===== src/rtl/mux2_arbiter_16_pkg.sv =====
// Shared types and defaults for the two-requester burst arbiter.
// Holds the FSM state encoding, the owner tag and the default sizes.
// No logic; imported by the arbiter top.
package mux2_arbiter_16_pkg;

    localparam int DEF_WIDTH = 16;
    localparam int DEF_BURST = 4;

    typedef enum logic [1:0] {
        IDLE  = 2'd0,
        OWN_A = 2'd1,
        OWN_B = 2'd2
    } state_t;

    typedef enum logic {
        OWNER_A = 1'b0,
        OWNER_B = 1'b1
    } owner_t;

endpackage


===== src/rtl/Mux2x1_16.sv =====
// Two-input word mux: o = s ? b : a.
// Latency: combinational.
// Backpressure: none, pure datapath.
module Mux2x1_16 #(
    parameter int WIDTH = 16
) (
    input  logic [WIDTH-1:0] a,
    input  logic [WIDTH-1:0] b,
    input  logic             s,
    output logic [WIDTH-1:0] o
);

    assign o = s ? b : a;

endmodule


===== src/rtl/mux2_arbiter_16.sv =====
// Burst-fair arbiter muxing requesters A/B into one registered output word.
// Latency: 1 cycle from grant to o/o_valid; owner switch costs 1 cycle.
// Backpressure: grants only when the output slot is empty or being consumed.
module mux2_arbiter_16
    import mux2_arbiter_16_pkg::*;
#(
    parameter int WIDTH = DEF_WIDTH,
    parameter int BURST = DEF_BURST
) (
    input  logic             clk,
    input  logic             rst,
    input  logic             req_a,
    input  logic [WIDTH-1:0] a,
    input  logic             req_b,
    input  logic [WIDTH-1:0] b,
    output logic             gnt_a,
    output logic             gnt_b,
    output logic             s,
    output logic [WIDTH-1:0] o,
    output logic             o_valid,
    input  logic             o_ready
);

    localparam int CNT_W = $clog2(BURST + 1);

    state_t           state;
    state_t           state_nxt;
    owner_t           last;
    owner_t           last_nxt;
    logic [CNT_W-1:0] cnt;
    logic [CNT_W-1:0] cnt_nxt;
    logic [CNT_W-1:0] cnt_inc;
    logic             burst_done;
    logic             load_en;
    logic             gnt;
    logic [WIDTH-1:0] mux_o;

    Mux2x1_16 #(
        .WIDTH (WIDTH)
    ) u_mux (
        .a (a),
        .b (b),
        .s (s),
        .o (mux_o)
    );

    assign s       = (state == OWN_B);
    assign load_en = !o_valid || o_ready;

    // Reset masks grants so nothing is handed out in the reset cycle itself.
    assign gnt_a = !rst && (state == OWN_A) && req_a && load_en;
    assign gnt_b = !rst && (state == OWN_B) && req_b && load_en;
    assign gnt   = gnt_a || gnt_b;

    assign cnt_inc    = cnt + 1'b1;
    assign burst_done = (cnt_inc == CNT_W'(BURST));

    always_comb begin
        state_nxt = state;
        last_nxt  = last;
        cnt_nxt   = cnt;
        case (state)
            IDLE: begin
                cnt_nxt = '0;
                if (req_a && req_b) begin
                    state_nxt = (last == OWNER_B) ? OWN_A : OWN_B;
                end else if (req_a) begin
                    state_nxt = OWN_A;
                end else if (req_b) begin
                    state_nxt = OWN_B;
                end
            end
            OWN_A: begin
                if (!req_a) begin
                    state_nxt = req_b ? OWN_B : IDLE;
                    cnt_nxt   = '0;
                    last_nxt  = OWNER_A;
                end else if (gnt_a) begin
                    if (burst_done) begin
                        // Burst exhausted: hand over only if B is waiting.
                        cnt_nxt = '0;
                        if (req_b) begin
                            state_nxt = OWN_B;
                            last_nxt  = OWNER_A;
                        end
                    end else begin
                        cnt_nxt = cnt_inc;
                    end
                end
            end
            OWN_B: begin
                if (!req_b) begin
                    state_nxt = req_a ? OWN_A : IDLE;
                    cnt_nxt   = '0;
                    last_nxt  = OWNER_B;
                end else if (gnt_b) begin
                    if (burst_done) begin
                        cnt_nxt = '0;
                        if (req_a) begin
                            state_nxt = OWN_A;
                            last_nxt  = OWNER_B;
                        end
                    end else begin
                        cnt_nxt = cnt_inc;
                    end
                end
            end
            default: begin
                state_nxt = IDLE;
                cnt_nxt   = '0;
            end
        endcase
    end

    always_ff @(posedge clk) begin
        if (rst) begin
            state   <= IDLE;
            last    <= OWNER_B;
            cnt     <= '0;
            o       <= '0;
            o_valid <= 1'b0;
        end else begin
            state <= state_nxt;
            last  <= last_nxt;
            cnt   <= cnt_nxt;
            if (gnt) begin
                o       <= mux_o;
                o_valid <= 1'b1;
            end else if (o_valid && o_ready) begin
                o_valid <= 1'b0;
            end
        end
    end

endmodule

===== config.mk =====
export PLATFORM = sky130hd
export DESIGN_NAME = mux2_arbiter_16
export DESIGN_NICKNAME = d
export VERILOG_FILES = /design/src/rtl/mux2_arbiter_16_pkg.sv /design/src/rtl/Mux2x1_16.sv /design/src/rtl/mux2_arbiter_16.sv
export SDC_FILE = /design/constraint.sdc
export NUM_CORES = 1
export LEC_CHECK = 0
export CAP_MARGIN = 20
export CORE_MARGIN = 2
export CORE_UTILIZATION = 45
export DETAILED_ROUTE_END_ITERATION = 16
export PLACE_DENSITY = 0.92
export SYNTH_ARGS = -nofsm -noshare
export SYNTH_HDL_FRONTEND = slang
export SYNTH_SLANG_ARGS = --single-unit

===== constraint.sdc =====
create_clock -name clk -period 3.25 [get_ports clk]
set_clock_uncertainty 0.2 [all_clocks]
set_input_delay 0.4875 -clock clk [delete_from_list [all_inputs] [get_ports clk]]
set_output_delay 0.4875 -clock clk [all_outputs]
set_load 0.01 [all_outputs]

# [Word-level counts from Yosys, hierarchy flattened]
# Index checks and enable logic that the tools add are counted.
[op_classes] reduce_logical=18 eq_ne=9 n_lt_le_gt_ge=0 mul=0 n_addsub=1 n_shift=0 bitwise=0 div_mod_pow=0 n_mux=32
[ops] op="$mux W2" n=12
[ops] op="$ne A3 B3 Y1 const B" n=6
[ops] op="$mux W16" n=1
[ops] op="$mux W3" n=5
[ops] op="$mux W1" n=11
[ops] op="$logic_and A1 B1 Y1" n=8
[ops] op="$reduce_and A7 Y1" n=1
[ops] op="$pmux W2 S3" n=1
[ops] op="$pmux W3 S2" n=1
[ops] op="$reduce_and A5 Y1" n=1
[ops] op="$reduce_bool A2 Y1" n=2
[ops] op="$add A3 B1 Y3 const B" n=1
[ops] op="$eq A3 B3 Y1 const B" n=1
[ops] op="$eq A2 B1 Y1 const B" n=1
[ops] op="$eq A2 B2 Y1 const B" n=1
[ops] op="$logic_not A1 Y1" n=2
[ops] op="$logic_not A2 Y1" n=1
[ops] op="$logic_or A1 B1 Y1" n=2
[ops] op="$pmux W1 S2" n=1
[ops] op="$reduce_and A2 Y1" n=1
[totals] output_inout_bits=20 input_bits=37 regBits=23 word_cells=65 latch_bits=0 memories=0 mem_bits_rw=0 rom_bits=0

# [Longest topological paths before layout]
# Gate-level depths: netlist of run 1.
[depth] depth_word=7 ltp_mapped=7

# [Modules after synthesis]
# Synthesis of run 1 repeated with hierarchy kept, for this count alone.
[unflattened] hier_cells=163 area_unflattened_um2=1468.9
[modules_own_cells] mod="mux2_arbiter_16" n_inst=1 cells_each=145 area_each_um2=1219.9
[modules_own_cells] mod="Mux2x1_16" n_inst=1 cells_each=18 area_each_um2=249.0

# [Least setup slack after synthesis of run 1]
# No wires, ideal clock.
[synth_timing] path_kind="reg2out" start="register state[0]" end="output gnt_b" setup_slack_ns=1.354 t_arrival_ns=1.208 n_path_buf=1 stages_incl_launch_ff=5 path_cell_list="dfxtp_1 > inv_1 > ha_1 > buf_2 > and3_1"
[synth_between] elab_chain_cells=4
[synth_lines] element="start, declared" line_no="mux2_arbiter_16.sv:26" rtl="state_t state;"
[synth_lines] element="start signal, assigned" line_no="mux2_arbiter_16.sv:123" rtl="state <= state_nxt;"
[synth_lines] element="$eq A2 B2 Y1"
[synth_lines] element="named net s" line_no="mux2_arbiter_16.sv:18" rtl="output logic s,"
[synth_lines] element="$logic_and A1 B1 Y1 (3 in series)" line_no="mux2_arbiter_16.sv:52" rtl="assign gnt_b = !rst && (state == OWN_B) && req_b && load_en;"
[synth_lines] element="end, declared" line_no="mux2_arbiter_16.sv:17" rtl="output logic gnt_b,"
# The timed path passes the listed nets, and every way through them passes these cells.

# [Worst setup path in the final report of run 1]
[layout_timing] start="register state[0]" end="output gnt_b"
[layout_between] elab_chain_cells=4
[layout_lines] element="$eq A2 B2 Y1" line_no="mux2_arbiter_16.sv:52"
[layout_lines] element="$logic_and A1 B1 Y1 (3 in series)" line_no="mux2_arbiter_16.sv:52"
# Every way passes these cells.

==> qor.csv, run 1 <==
stage;metric;value;unit
final_layout;most frequent cells in the layout;clkdlybuf4s50_1 (56), dfxtp_1 (23), nor2_1 (18);
final_layout;Area growth syn-to-layout;46.4;%
power;Sw Ratio;34.8;%
sta;TNS Setup;0;ns
die;Vert. Die Dim;57.5;um
power;Leak;0.000661;uW
grt;grt total ovfl;0;
die;Die ar.;3300;um2
detailed_routing;Pre-Repair DR Iteration Count;4;
worst_setup_path;slowest CP cell;clkdlybuf4s50_1;
clock_tree;CTS root buf;clkbuf_4;
clock_tree;clock buffer depth;2;
job;Max Cap Violations;0;
final_layout;commonest non-fill, non-tap cell in the layout;clkdlybuf4s50_1;
worst_setup_path;critical setup path kind;flop to output port;
power;clock network fraction of design power;16.1;%
logic_synthesis;flops & latches, synth;23;
worst_setup_path;Crit. End Element;output port;
logic_synthesis;Synth top area share;35.8;%
die;Die X;57.5;um
grt;vias in the first global route;1204;
sta;Worst-Margin Slew;0.542;ns
grt;Total Routing Usage GR;21.0;%
sta;fin crit period;2.77;ns
placed_design;number of buffers added on ports;56;
die;core outline area;2730;um2
sta;fmax;360;MHz
power;part of the power in combinational logic;43.7;%
logic_synthesis;Synth Cell Area;1290;um2
logic_synthesis;Cells after Synth;132;
power;Sequential Power Share;40.3;%
final_layout;final-stage net count;232;
worst_setup_path;Worst path top cell family by delay;buffers and inverters;
power;Power Density;448;nW/um2
clock_tree;Post-CTS Resized;0;
sta;Slew HR;63.9;%
worst_setup_path;cells along the critical path;inv_1 -> ha_1 -> and3_1 -> clkdlybuf4s50_1;
grt;initial antenna violation count;0;
placed_design;Final Wtd Congestion;0.793;
sta;RSZ-0062 raised after global routing;false;
worst_setup_path;crit start category;flop;
power;worst IR drop on VDD;0.000334;V
logic_synthesis;net count after synthesis;176;
grt;global-route wire length before repair;5.32;mm
clock_tree;H-tree depth;1;
logic_synthesis;Area contributors post-synth;dfxtp_1 (36%), a211oi_2 (14%), mux2i_1 (12%), ha_1 (6.8%), nor2_1 (5.3%);
clock_tree;# hold bufs at CTS;0;
placed_design;post-DP HPWL;2.51;mm
final_layout;Core Util, Final;68.9;%
grt;met3 Use GR;6.80;%
min_path;Worst Hold Class;flop to flop;
clock_tree;CTS tree;yes;
logic_synthesis;register area share after synthesis;35.8;%
sta;Final setup viols;0;
power;NetSw;293;uW
die;Initial Util;47.0;%
clock_tree;Clock Latency Late Sink;0.32;ns
grt;largest net degree at the start of global routing;33;
logic_synthesis;post-synth top area cell;dfxtp_1;
grt;busiest grt layer;met2;
logic_synthesis;unique cell type count in the Yosys netlist;29;
worst_setup_path;Buffers & Inverters on Critical Path;2;
final_layout;ratio of cells with drive above 1 in the final layout;12.8;%
detailed_routing;via count;1201;
detailed_routing;DRT Wirelength;3.25;mm
detailed_routing;drt wl/cell;14.9;um
sta;fin crit share;85.4;%
clock_tree;Sink Count;23;
logic_synthesis;Synth warnings;0;
power;P_int;550;uW
clock_tree;setup bufs post-CTS;0;
final_layout;number of diodes;0;
worst_setup_path;worst-path maximum fanout;11;
detailed_routing;DRC;0;
detailed_routing;initial DRC count;42;
outcome;status;finished clean;
sta;Final Hold Viols;0;
sta;Slew Viols, Final;0;
grt;met2 Track Usage GR;35.2;%
worst_setup_path;worst path arrival time;2.09;ns
die;I/O pin total;57;
grt;M1 GR Usage;24.1;%
worst_setup_path;Slowest Stage Delay on Critical Path;0.53;ns
final_layout;Fill cells;199;
detailed_routing;ANT nets after route;0;
clock_tree;clock-pin slew on the worst setup and hold paths;0.13;ns
die;row count;19;
worst_setup_path;Critical Path RT;2.56;ns
logic_synthesis;Mapped Avg Cell Area;9.74;um2
detailed_routing;DR vias/cell;5.51;
clock_tree;Num CTS Buffers;3;
-- worst paths after layout --
kind | from | endpoint | slack (ns) | cells past startpoint
worst min register to register | cnt[1]$_SDFFE_PP0P_ | cnt[1]$_SDFFE_PP0P_ | 0.27 | 2
worst min-delay path | cnt[1]$_SDFFE_PP0P_ | cnt[1]$_SDFFE_PP0P_ | 0.27 | 2
worst max register to register | state[0]$_SDFFE_PP0P_ | o[9]$_SDFFE_PP0P_ | 0.98 | 7
worst max-delay path | state[0]$_SDFFE_PP0P_ | gnt_b | 0.48 | 4
-- final cells by class --
class                      count  area (um2)  area share [%]
clock buffer                   3        22.5            1.20
inverter                       6        22.5            1.20
tap                           31        38.8            2.06
timing repair buffer          59         583            31.0
sequential                    23         460            24.5
clock inverter                 1        5.00           0.266
multi-input combinational     95         751            39.9
-- power by group through the flow --
| stage | clock network [uW] | logic, uW | registers, uW |
|---|---|---|---|
| finish | 135 | 368 | 339 |
| floorplan | 0 | 214 | 354 |
| CTS | 140 | 368 | 339 |
| detailed placement | 0 | 366 | 345 |
| global route | 153 | 398 | 343 |
| global placement | 0 | 348 | 342 |
-- flip-flops by register name, summed over array words and instances (netlist names) --
signal / count
o_valid: 1
state: 2
last: 1
cnt: 3
o: 16
-- metal layers --
metal / vias up / wire, um / share of wire (%)
li1: 584 / - / -
met1: 550 / 1320 / 41
met2: 59 / 1580 / 49
met3: 8 / 257 / 7.9
met4: 0 / 82 / 2.5
met5: - / 0 / 0
-- worst reg2reg max path: stages, from the launching register on --
cell and delay [ns]:
dfxtp_1 0.36, inv_1 0.13, ha_1 0.52, a22oi_4 0.15, nor3_4 0.13, buf_4 0.36, nor2_1 0.08, a211oi_1 0.25
-- synth_stat cells --
master,n
ha_1,7
nor3_4,1
a41o_1,1
buf_2,3
inv_1,6
a31oi_1,1
nand2_1,6
buf_4,1
o32ai_1,1
and3_1,2
dfxtp_1,23
o41ai_1,1
nor3_1,3
or2_2,1
o21ai_0,1
nand3b_1,1
nor2b_1,2
a41oi_1,1
mux2i_1,16
nor2_1,18
a22oi_4,1
nand3_1,2
a32o_1,1
clkbuf_1,2
a211oi_2,14
a21oi_1,9
a211oi_1,2
nand2b_1,3
buf_6,2
-- metrics by stage --
stage                     total power, uW  area, um2  std cells  setup WS (ns)  hold slack (ns)
after global routing                  894       1880        218          0.362            0.304
after global placement                690       1860        214          0.596            0.239
after detailed placement              711       1860        214          0.489            0.244
final                                 843       1880        218          0.476            0.267
after floorplan                       568       1290        132           1.35            0.223
after CTS                             847       1880        218          0.480            0.263
-- cell families after synthesis --
group	synth area share [%]
AO/OA/AOI/OAI	24.4
adder cells (fa/ha/maj)	6.81
buffers and inverters	5.84
flip-flops	35.8
multiplexers	12.5
AND/OR/NAND/NOR	14.7
Note: power is estimated with default switching activity, not from simulation.
==> inputs of run 2 (changes only) <==
--- a/config.mk
+++ b/config.mk
@@ -10,6 +10,7 @@
 export CORE_UTILIZATION = 45
 export DETAILED_ROUTE_END_ITERATION = 16
 export PLACE_DENSITY = 0.92
+export SLEW_MARGIN = 20
 export SYNTH_ARGS = -nofsm -noshare
 export SYNTH_HDL_FRONTEND = slang
 export SYNTH_SLANG_ARGS = --single-unit
==> results of run 2 <==
Final layout, timing and power as in run 1 (identical DEF).
==> inputs of run 3 (changes only) <==
--- a/config.mk
+++ b/config.mk
@@ -9,6 +9,7 @@
 export CORE_MARGIN = 2
 export CORE_UTILIZATION = 45
 export DETAILED_ROUTE_END_ITERATION = 16
+export GPL_ROUTABILITY_DRIVEN = 0
 export PLACE_DENSITY = 0.92
 export SLEW_MARGIN = 20
 export SYNTH_ARGS = -nofsm -noshare
==> results of run 3 <==
Final layout, timing and power as in run 1 (identical DEF).
